`src/rtl/serial_alu_pkg.sv`:
```
// Shared types for the bit-serial ALU: opcode and FSM state encodings,
// plus the per-opcode carry-in used to seed a frame.
package serial_alu_pkg;

    typedef enum logic [2:0] {
        OP_ADD   = 3'd0,
        OP_SUB   = 3'd1,
        OP_AND   = 3'd2,
        OP_OR    = 3'd3,
        OP_XOR   = 3'd4,
        OP_PASSA = 3'd5,
        OP_PASSB = 3'd6,
        OP_RSVD  = 3'd7
    } op_t;

    typedef enum logic {
        S_IDLE,
        S_RUN
    } state_t;

    function automatic logic op_carry_in(op_t op);
        return (op == OP_SUB);
    endfunction

endpackage

```
`src/rtl/serial_alu_bit_slice.sv`:
```
// One bit of the serial ALU: full adder for ADD/SUB plus the logic-op mux.
// Only the arithmetic ops produce a carry; everything else reports 0.
import serial_alu_pkg::*;

module serial_alu_bit_slice (
    input  logic a,
    input  logic b,
    input  logic cin,
    input  op_t  op,
    output logic r,
    output logic cout
);

    logic bx;

    always_comb begin
        bx   = (op == OP_SUB) ? ~b : b;
        r    = 1'b0;
        cout = 1'b0;
        case (op)
            OP_ADD, OP_SUB: begin
                r    = a ^ bx ^ cin;
                cout = (a & bx) | (cin & (a ^ bx));
            end
            OP_AND:   r = a & b;
            OP_OR:    r = a | b;
            OP_XOR:   r = a ^ b;
            OP_PASSA: r = a;
            OP_PASSB: r = b;
            default: begin
                r    = 1'b0;
                cout = 1'b0;
            end
        endcase
    end

endmodule

```
`src/rtl/serial_alu_responder.sv`:
```
// Bit-serial ALU: consumes N-bit operands LSB-first, returns the result
// LSB-first one cycle later, with carry/zero flags on the final bit.
import serial_alu_pkg::*;

module serial_alu_responder #(
    parameter int unsigned N = 8
) (
    input  logic       clk,
    input  logic       rst,
    input  logic       en,
    input  logic [2:0] op,
    input  logic       a_bit,
    input  logic       b_bit,
    output logic       r_bit,
    output logic       r_valid,
    output logic       done,
    output logic       cout,
    output logic       zero
);

    localparam int unsigned CW = $clog2(N);

    state_t        state;
    logic [CW-1:0] cnt;
    op_t           op_q;
    logic          carry;
    logic          zacc;

    logic start, step, active, last;
    op_t  cur_op;
    logic cin, zin;
    logic r_s, c_s;

    // Bit 0 is processed in the IDLE cycle itself, so the slice is fed from
    // the live opcode and a fresh carry-in/zero seed rather than the registers.
    always_comb begin
        start  = (state == S_IDLE) && en;
        step   = (state == S_RUN) && en;
        active = start || step;
        last   = step && (cnt == CW'(N - 1));
        cur_op = start ? op_t'(op) : op_q;
        cin    = start ? op_carry_in(op_t'(op)) : carry;
        zin    = start ? 1'b1 : zacc;
    end

    serial_alu_bit_slice u_slice (
        .a    (a_bit),
        .b    (b_bit),
        .cin  (cin),
        .op   (cur_op),
        .r    (r_s),
        .cout (c_s)
    );

    always_ff @(posedge clk or posedge rst) begin
        if (rst) begin
            state   <= S_IDLE;
            cnt     <= '0;
            op_q    <= OP_ADD;
            carry   <= 1'b0;
            zacc    <= 1'b1;
            r_bit   <= 1'b0;
            r_valid <= 1'b0;
            done    <= 1'b0;
            cout    <= 1'b0;
            zero    <= 1'b0;
        end else begin
            r_bit   <= active & r_s;
            r_valid <= active;
            done    <= last;
            cout    <= last & c_s;
            zero    <= last & zin & ~r_s;
            case (state)
                S_IDLE: begin
                    if (en) begin
                        op_q  <= op_t'(op);
                        cnt   <= CW'(1);
                        carry <= c_s;
                        zacc  <= ~r_s;
                        state <= S_RUN;
                    end
                end
                S_RUN: begin
                    if (!en || last) begin
                        state <= S_IDLE;
                        cnt   <= '0;
                        carry <= 1'b0;
                        zacc  <= 1'b1;
                    end else begin
                        cnt   <= cnt + CW'(1);
                        carry <= c_s;
                        zacc  <= zin & ~r_s;
                    end
                end
                default: state <= S_IDLE;
            endcase
        end
    end

endmodule

```
`config.mk`:
```
export PLATFORM = sky130hd
export DESIGN_NAME = serial_alu_responder
export DESIGN_NICKNAME = d
export VERILOG_FILES = /design/src/rtl/serial_alu_pkg.sv /design/src/rtl/serial_alu_bit_slice.sv /design/src/rtl/serial_alu_responder.sv
export SDC_FILE = /design/constraint.sdc
export NUM_CORES = 1
export LEC_CHECK = 0
export CORE_MARGIN = 10
export CORE_UTILIZATION = 50
export DETAILED_ROUTE_END_ITERATION = 8
export PLACE_DENSITY_LB_ADDON = 0.12
export SKIP_LAST_GASP = 1
export SYNTH_ARGS = -nofsm -noshare
export SYNTH_HDL_FRONTEND = slang
export SYNTH_SLANG_ARGS = --single-unit
export TNS_END_PERCENT = 1
```
`constraint.sdc`:
```
create_clock -name clk -period 3.3 [get_ports clk]
set_input_delay 0.825 -clock clk [delete_from_list [all_inputs] [get_ports clk]]
set_output_delay 0.825 -clock clk [all_outputs]
set_load 0.03 [all_outputs]
```
**Word-level counts from Yosys, hierarchy flattened**

Index checks and enable logic that the tools add are counted.

- $add $sub $neg: 1
- Equality and inequality tests: 9
- Muxes and demuxes: 18
- Bitwise logic cells: 16
- Reductions and logical operators: 9

Operator list:

| operator | number |
|---|---|
| $eq 3x3->1 const B | 4 |
| $mux 1 | 10 |
| $mux 3 | 3 |
| $and 1x1->1 | 8 |
| $eq 3x1->1 const B | 2 |
| $eq 3x2->1 const B | 2 |
| $pmux 1 s2 | 3 |
| $pmux 1 s6 | 1 |
| $pmux 3 s2 | 1 |
| $add 3x1->3 const B | 1 |
| $logic_and 1x1->1 | 3 |
| $logic_not 3->1 | 1 |
| $not 1->1 | 3 |
| $xor 1x1->1 | 3 |
| $logic_or 1x1->1 | 2 |
| $ne 2x2->1 const B | 1 |
| $or 1x1->1 | 2 |
| $reduce_and 2->1 | 1 |
| $reduce_or 2->1 | 1 |
| $logic_not 1->1 | 1 |

- Register bits: 14
- Input port bits: 8
- Output and inout bits: 5
- Logic and storage cells: 63

**Longest topological paths before layout**

Gate-level depths: netlist (run 1).

- Depth after elaboration: 12
- Gate-level depth with buffers: 11
- Mapped depth without buffers: 9

**Modules after synthesis**

A second synthesis (run 1) with hierarchy kept.

- Cells, all modules: 66
- Area, all modules: 748.2 um^2

By module, submodules not included:

| module | times used | cells each | area an instance (um^2) | seq. area each (um^2) |
|---|---|---|---|---|
| serial_alu_responder | 1 | 47 | 611.8 | 351.6 |
| serial_alu_bit_slice | 1 | 19 | 136.4 | 0.0 |

**Worst setup path after synthesis (run 1)**

No wires, ideal clock.

- Kind: input to register
- Start point: input port en
- End point: register r_bit
- Library setup time: 0.065 ns
- Data arrival time: 2.905 ns
- Required time: 3.235 ns
- Slack: 0.330 ns
- Stages on the path: 11
- Buffers on the path: 2
- Path through: buf_2 -> nand2b_4 -> buf_6 -> mux2i_4 -> inv_2 -> nor3_1 -> xnor2_1 -> fa_1 -> or3_1 -> o211ai_2 -> o21a_1

- Cells in the longest elaborated chain, start to end: 8
- Elaborated cells on any way between the ends: 18
- Those cells by class: eq/ne (6); mux (4); bitwise (3); reduce/logical (5)

RTL lines:

| what | line | text |
|---|---|---|
| start, declared | serial_alu_responder.sv:10 | `input logic en,` |
| $logic_and 1x1->1 | serial_alu_responder.sv:37 | `start = (state == S_IDLE) && en;` |
| $mux 3 | serial_alu_responder.sv:41 | `cur_op = start ? op_t'(op) : op_q;` |
| $eq 3x1->1 | serial_alu_bit_slice.sv:17, serial_alu_bit_slice.sv:20 |  |
| $mux 1 | serial_alu_bit_slice.sv:17 | `bx = (op == OP_SUB) ? ~b : b;` |
| $xor 1x1->1 (2 in a row) | serial_alu_bit_slice.sv:22 | `r = a ^ bx ^ cin;` |
| $pmux 1 s6 | serial_alu_bit_slice.sv:20 | `case (op)` |
| $and 1x1->1 (*) | serial_alu_responder.sv:68 | `r_bit <= active & r_s;` |
| end signal, assigned | serial_alu_responder.sv:68 |  |
| end, declared | serial_alu_responder.sv:14 | `output logic r_bit,` |

Every way passes the cells marked *; elsewhere a longest branch is shown, timed or not.
A chain may end at the register's enable or synchronous reset.

**Worst setup path after layout (run 1)**

Same ends and word-level chain as after synthesis.

==> reports/qor.csv, run 1 <==
stage,metric,value,unit
clock_tree,clk_latency,0.28,ns
floorplanning,die_x,59.0,um
worst_setup_path,rr_startpoint,state,
route,num_vias,530,
route,drt_iter0_markers,10,
sta,slew_viol_final,0,
synth,yosysSeqAreaShare,46.3,%
clock_tree,cts_tree,yes,
route,routed_wl,1440,um
placed_design,placed_cells_incl_taps,97,
route,highest_layer,met4,
cells_and_area,multiInputGateArea,350,um^2
route,dr_wl_met2,661,um
synth,syn_inst,66,
placed_design,routabilityCongestion,0.746,
synth,ys.flop_type,dfrtp_1,
synth,synth_edf_count,0,
power_and_ir_drop,p_leak,0.000438,uW
synth,syn_area,759,um^2
grt,grt_start_max_net_pins,15,
floorplanning,die_y,59.0,um
sta,relSlewSlack,63.1,%
route,ant_nets,0,
route,wl_per_cell,14.2,um
power_and_ir_drop,power_density,460,mW/mm^2
sta,setup_viol,0,
grt,grt_overflow,0,
job,maxCapViolCount,0,
floorplanning,fp.coreArea,0.00147,mm^2
power_and_ir_drop,peakVddDrop,0.000296,V
clock_tree,cts_buffer_depth,2,
power_and_ir_drop,power,441,uW
clock_tree,clock_sinks,14,
floorplanning,ios,13,
grt,antenna_found_initial,0,
clock_tree,cts_buffers,3,
clock_tree,clk_pin_slew,0.08,ns
placed_design,dp_hpwl,1140,um
floorplanning,die-area,0.00348,mm^2
cells_and_area,ff_latch_area,352,um^2
sta,period_needed,3.04,ns
grt,grt_pass1_wl,2480,um
sta,hold_violations,0,
worst_setup_path,worst_ep_required_time,3.52,ns
floorplanning,rows,14,
synth,yosysWarnings,0,
cells_and_area,instances_no_fill,101,
clock_tree,cts-root-buf,clkbuf_4,
worst_setup_path,arrival,3.26,ns
clock_tree,htree_levels,1,
sta,fmax,329,MHz
grt,grt_usage,9.07,%
floorplanning,start_util,51.6,%
route,drc_errors,0,
clock_tree,cts_setup_buffers,0,
hold_path,min_from,zacc,
route,viasPerCell,5.25,
route,drt_pass1_iterations,4,
sta,skew,0.00225,ns
synth,synthesis.nets,79,
synth,ys_ff_latch,14,
route,wl_met3,101,um
sta,period_share,92.1,%
clock_tree,cts_resized,0,
cells_and_area,insertedDiodeCount,0,
clock_tree,cts_hold_buf,0,
worst_setup_path,crit_type,input pin to flop,
worst_setup_path,cp_max_fo,4,
sta,tightest_slew,0.553,ns
run_status,status,completed,
placed_design,port_buffers,12,
synth,postSynth.asyncResetShare,100,%
route,wl_met1,648,um
grt,grt_pass1_vias,563,
worst_setup_path,worstSetupStartpointType,input pin,
cells_and_area,area_growth,26.0,%
synth,avgSynthCellArea,11.5,um^2
synth,ys_types,33,
cells_and_area,drive_gt1_share,23.5,%
worst_setup_path,cp-end-kind,flop,
sta,fin_tns_setup,0,ns
worst_setup_path,setup.worst_path.start,en,
cells_and_area,layout.nets,99,
cells_and_area,fillers,126,
hold_path,hp-class,flop to flop,
sta,rsz0062_at_grt,no,
==> cell usage after synthesis, types with 3 or more instances <==
cell type | count | area (um^2)
dfrtp_1 | 13 | 325
inv_2 | 3 | 11.3
inv_1 | 3 | 11.3
nand2_1 | 3 | 11.3
ha_1 | 4 | 50.1
nor3_1 | 4 | 20.0
a21oi_1 | 3 | 15.0
==> cell families (layout without fill, tap and decap cells) <==
group	count (synthesis)	count (layout)	synth area share [%]
compound gates	13	13	13.0
buf+inv	11	30	7.58
simple gates	17	17	12.4
flops	14	14	46.3
fa+ha+maj	5	5	9.23
mux	5	5	10.4
xor+xnor	1	1	1.15
==> metrics by stage <==
step | cell area [um^2] | setup slack, ns | hold WS (ns) | utilization, %
3_5_place_dp | 921 | -0.00408 | 0.484 | 62.6
2_1_floorplan | 759 | 0.330 | 0.464 | -
5_1_grt | 957 | 0.151 | 0.521 | 65.1
3_3_place_gp | 921 | 0.0171 | 0.482 | 62.6
6_report | 957 | 0.261 | 0.492 | 65.1
4_1_cts | 957 | 0.251 | 0.499 | 65.1
==> final cells by class <==
class,count,area share [%]
multi-input cells,41,36.6
flip-flops and latches,14,36.7
clock buffers,4,3.79
well taps,16,2.09
inverters,7,2.75
repair buffers,19,18.0
==> final timing paths <==
path | cells past startpoint | end | slack, ns
hold / removal | 2 | zero | 0.49
setup / recovery | 10 | r_bit | 0.26
max in group asynchronous | 2 | zacc | 2.04
hold reg to reg | 2 | zero | 0.49
min in group asynchronous | 2 | r_valid | 0.88
setup reg to reg | 9 | r_bit | 0.69
==> worst max-delay path, stage by stage <==
cell and delay (ns):
clkdlybuf4s50_1 0.46, nand2b_4 0.15, mux2i_4 0.26, inv_2 0.05, nor3_1 0.22, xnor2_1 0.17, fa_1 0.45, or3_1 0.42
o211ai_2 0.11, o21a_1 0.15
==> cell usage in the layout (no fill, tap or decap), drive strengths merged, types with 2 or more instances in the layout <==
cell type      instances
nor3                   4
nand2                  3
o21a                   2
inv                    6
a32o                   2
clkdlybuf4s50         12
nor2                   2
dfrtp                 13
mux2i                  5
a21oi                  3
ha                     4
nand3                  2
clkbuf                 4
buf                    7
==> sequential cells by signal, indices dropped and copies added (netlist names) <==
name     count
r_valid      1
op_q         3
zero         1
cnt          3
cout         1
state        1
zacc         1
done         1
r_bit        1
carry        1
==> power breakdown <==
group | switching, uW | total [uW] | internal (uW)
Clock | 56.4 | 123 | 67.1
Sequential | 10.9 | 203 | 192
Combinational | 56.4 | 115 | 58.1
Total | 124 | 441 | 317
==> layer usage <==
metal / up-vias / global-route usage (%)
met4: 0 / 3.93
met1: 245 / 10.5
li1: 267 / -
met2: 14 / 14.6
met5: - / 0
met3: 4 / 3.43
(Power assumes the default switching activity.)
==> run 2: changes to the inputs <==
--- a/config.mk
+++ b/config.mk
@@ -6,7 +6,8 @@
 export NUM_CORES = 1
 export LEC_CHECK = 0
 export CORE_MARGIN = 10
-export CORE_UTILIZATION = 50
+export CORE_UTILIZATION = 53
+export CTS_BUF_LIST = sky130_fd_sc_hd__clkbuf_8
 export DETAILED_ROUTE_END_ITERATION = 8
 export PLACE_DENSITY_LB_ADDON = 0.12
 export SKIP_LAST_GASP = 1
==> reports/qor.csv, run 2 (synthesis results as in run 1) <==
stage,metric,value,unit
floorplanning,start_util,56.9,%
worst_setup_path,cp_max_fo,5,
placed_design,placed_cells_incl_taps,95,
sta,relSlewSlack,65.0,%
clock_tree,clk_pin_slew,0.06,ns
floorplanning,die-area,0.00335,mm^2
job,maxCapViolCount,0,
cells_and_area,fillers,103,
grt,grt_usage,9.64,%
cells_and_area,final_common_cell,dfrtp_1,
hold_path,min_from,zacc,
cells_and_area,instances_no_fill,99,
sta,tightest_slew,0.525,ns
cells_and_area,area_growth,26.0,%
placed_design,port_buffers,12,
route,ant_nets,0,
placed_design,dp_hpwl,1140,um
sta,rsz0062_at_grt,no,
clock_tree,cts_buffers,3,
sta,fin_tns_setup,0,ns
run_status,status,completed,
floorplanning,ios,13,
floorplanning,die_x,57.9,um
sta,period_share,94.6,%
worst_setup_path,rr_startpoint,state,
worst_setup_path,worst_ep_required_time,3.48,ns
floorplanning,die_y,57.9,um
worst_setup_path,arrival,3.30,ns
clock_tree,cts_setup_buffers,0,
sta,hold_violations,0,
clock_tree,clk_latency,0.24,ns
clock_tree,clock_sinks,14,
cells_and_area,insertedDiodeCount,0,
sta,fmax,320,MHz
sta,slew_viol_final,0,
route,drt_iter0_markers,8,
power_and_ir_drop,power,454,uW
cells_and_area,drive_gt1_share,21.4,%
worst_setup_path,r2r_cells,9,
sta,skew,0.00758,ns
route,drt_pass1_iterations,4,
grt,grt_overflow,0,
power_and_ir_drop,power_density,474,mW/mm^2
grt,antenna_found_initial,0,
clock_tree,cts_resized,0,
clock_tree,cts_tree,yes,
worst_setup_path,cp-end-kind,flop,
placed_design,routabilityCongestion,0.844,
power_and_ir_drop,p_leak,0.000439,uW
cells_and_area,ff_latch_area,352,um^2
worst_setup_path,crit_type,input pin to flop,
route,drc_errors,0,
floorplanning,fp.coreArea,0.00133,mm^2
cells_and_area,mostFrequentLayoutCells,"dfrtp_1 (13), clkdlybuf4s50_1 (12), buf_4 (6)",
clock_tree,htree_levels,1,
clock_tree,cts_buffer_depth,2,
sta,period_needed,3.12,ns
worst_setup_path,setup.worst_path.start,en,
hold_path,worstHoldPathCells,2,
route,viasPerCell,5.40,
worst_setup_path,worstSetupStartpointType,input pin,
route,wl_per_cell,14.4,um
cells_and_area,multiInputGateArea,350,um^2
grt,grt_pass1_wl,2590,um
power_and_ir_drop,peakVddDrop,0.000298,V
grt,grt_start_max_net_pins,15,
hold_path,hp-class,flop to flop,
cells_and_area,top_regs,"cnt: 3 flops, op_q: 3 flops",
grt,grt_pass1_vias,571,
sta,setup_viol,0,
route,routed_wl,1420,um
clock_tree,cts-root-buf,clkbuf_8,
route,num_vias,535,
clock_tree,cts_hold_buf,0,
floorplanning,rows,13,
cells_and_area,layout.nets,98,
==> run 2: cell types whose count changed in the layout (fill, tap and decap cells not counted), sizes merged <==
| cell | before | now |
|---|---|---|
| buf | 7 | 6 |
| inv | 6 | 7 |
| clkbuf | 4 | 3 |
==> run 2: power by group <==
part	total, uW	internal (uW)	switching, uW	leakage (uW)
registers	203	192	11.0	0.000176
logic	114	57.6	55.9	0.000236
clock network	137	81.9	55.4	0.0000269
total	454	332	122	0.000439
==> run 2: critical path, cell delays in order <==
cell and delay (ns):
clkdlybuf4s50_1 0.46, nand2b_4 0.16, mux2i_4 0.27, inv_2 0.05, nor3_1 0.25, xnor2_1 0.19
fa_1 0.45, or3_1 0.39, o211ai_2 0.11, o21a_1 0.15
==> run 2: per-layer routing <==
| metal | up-vias | track usage [%] | wire, um | part of all wire, % |
|---|---|---|---|---|
| li1 | 267 | - | - | - |
| met1 | 254 | 11.2 | 662 | 47 |
| met2 | 12 | 15.3 | 626 | 44 |
| met3 | 2 | 4.58 | 123 | 8.6 |
| met4 | 0 | 3.02 | 10 | 0.70 |
| met5 | - | 0 | 0 | 0 |
==> run 2: cell type report <==
type	count	area share, %
clock buffers	3	4.31
clock inverters	1	0.392
inverters	7	2.75
multi-input cells	41	36.6
flip-flops and latches	14	36.7
well taps	15	1.96
repair buffers	18	17.3
==> run 2: worst paths after layout <==
path / end / slack [ns]
worst max-delay path: r_bit / 0.18
worst min-delay path: zero / 0.48
worst max register to register: r_bit / 0.65
worst min register to register: zero / 0.48
max in group asynchronous: zacc / 2.01
min in group asynchronous: cout / 0.92
==> run 2: stage by stage <==
stage / utilization (%) / hold WS, ns / area [um^2] / worst slack [ns]
after global routing: 71.8 / 0.500 / 957 / 0.0126
after detailed placement: 68.4 / 0.485 / 912 / -0.0281
final: 71.8 / 0.484 / 957 / 0.178
after global placement: 68.4 / 0.483 / 912 / -0.0104
after floorplan: - / 0.464 / 759 / 0.330
after CTS: 71.8 / 0.494 / 957 / 0.154
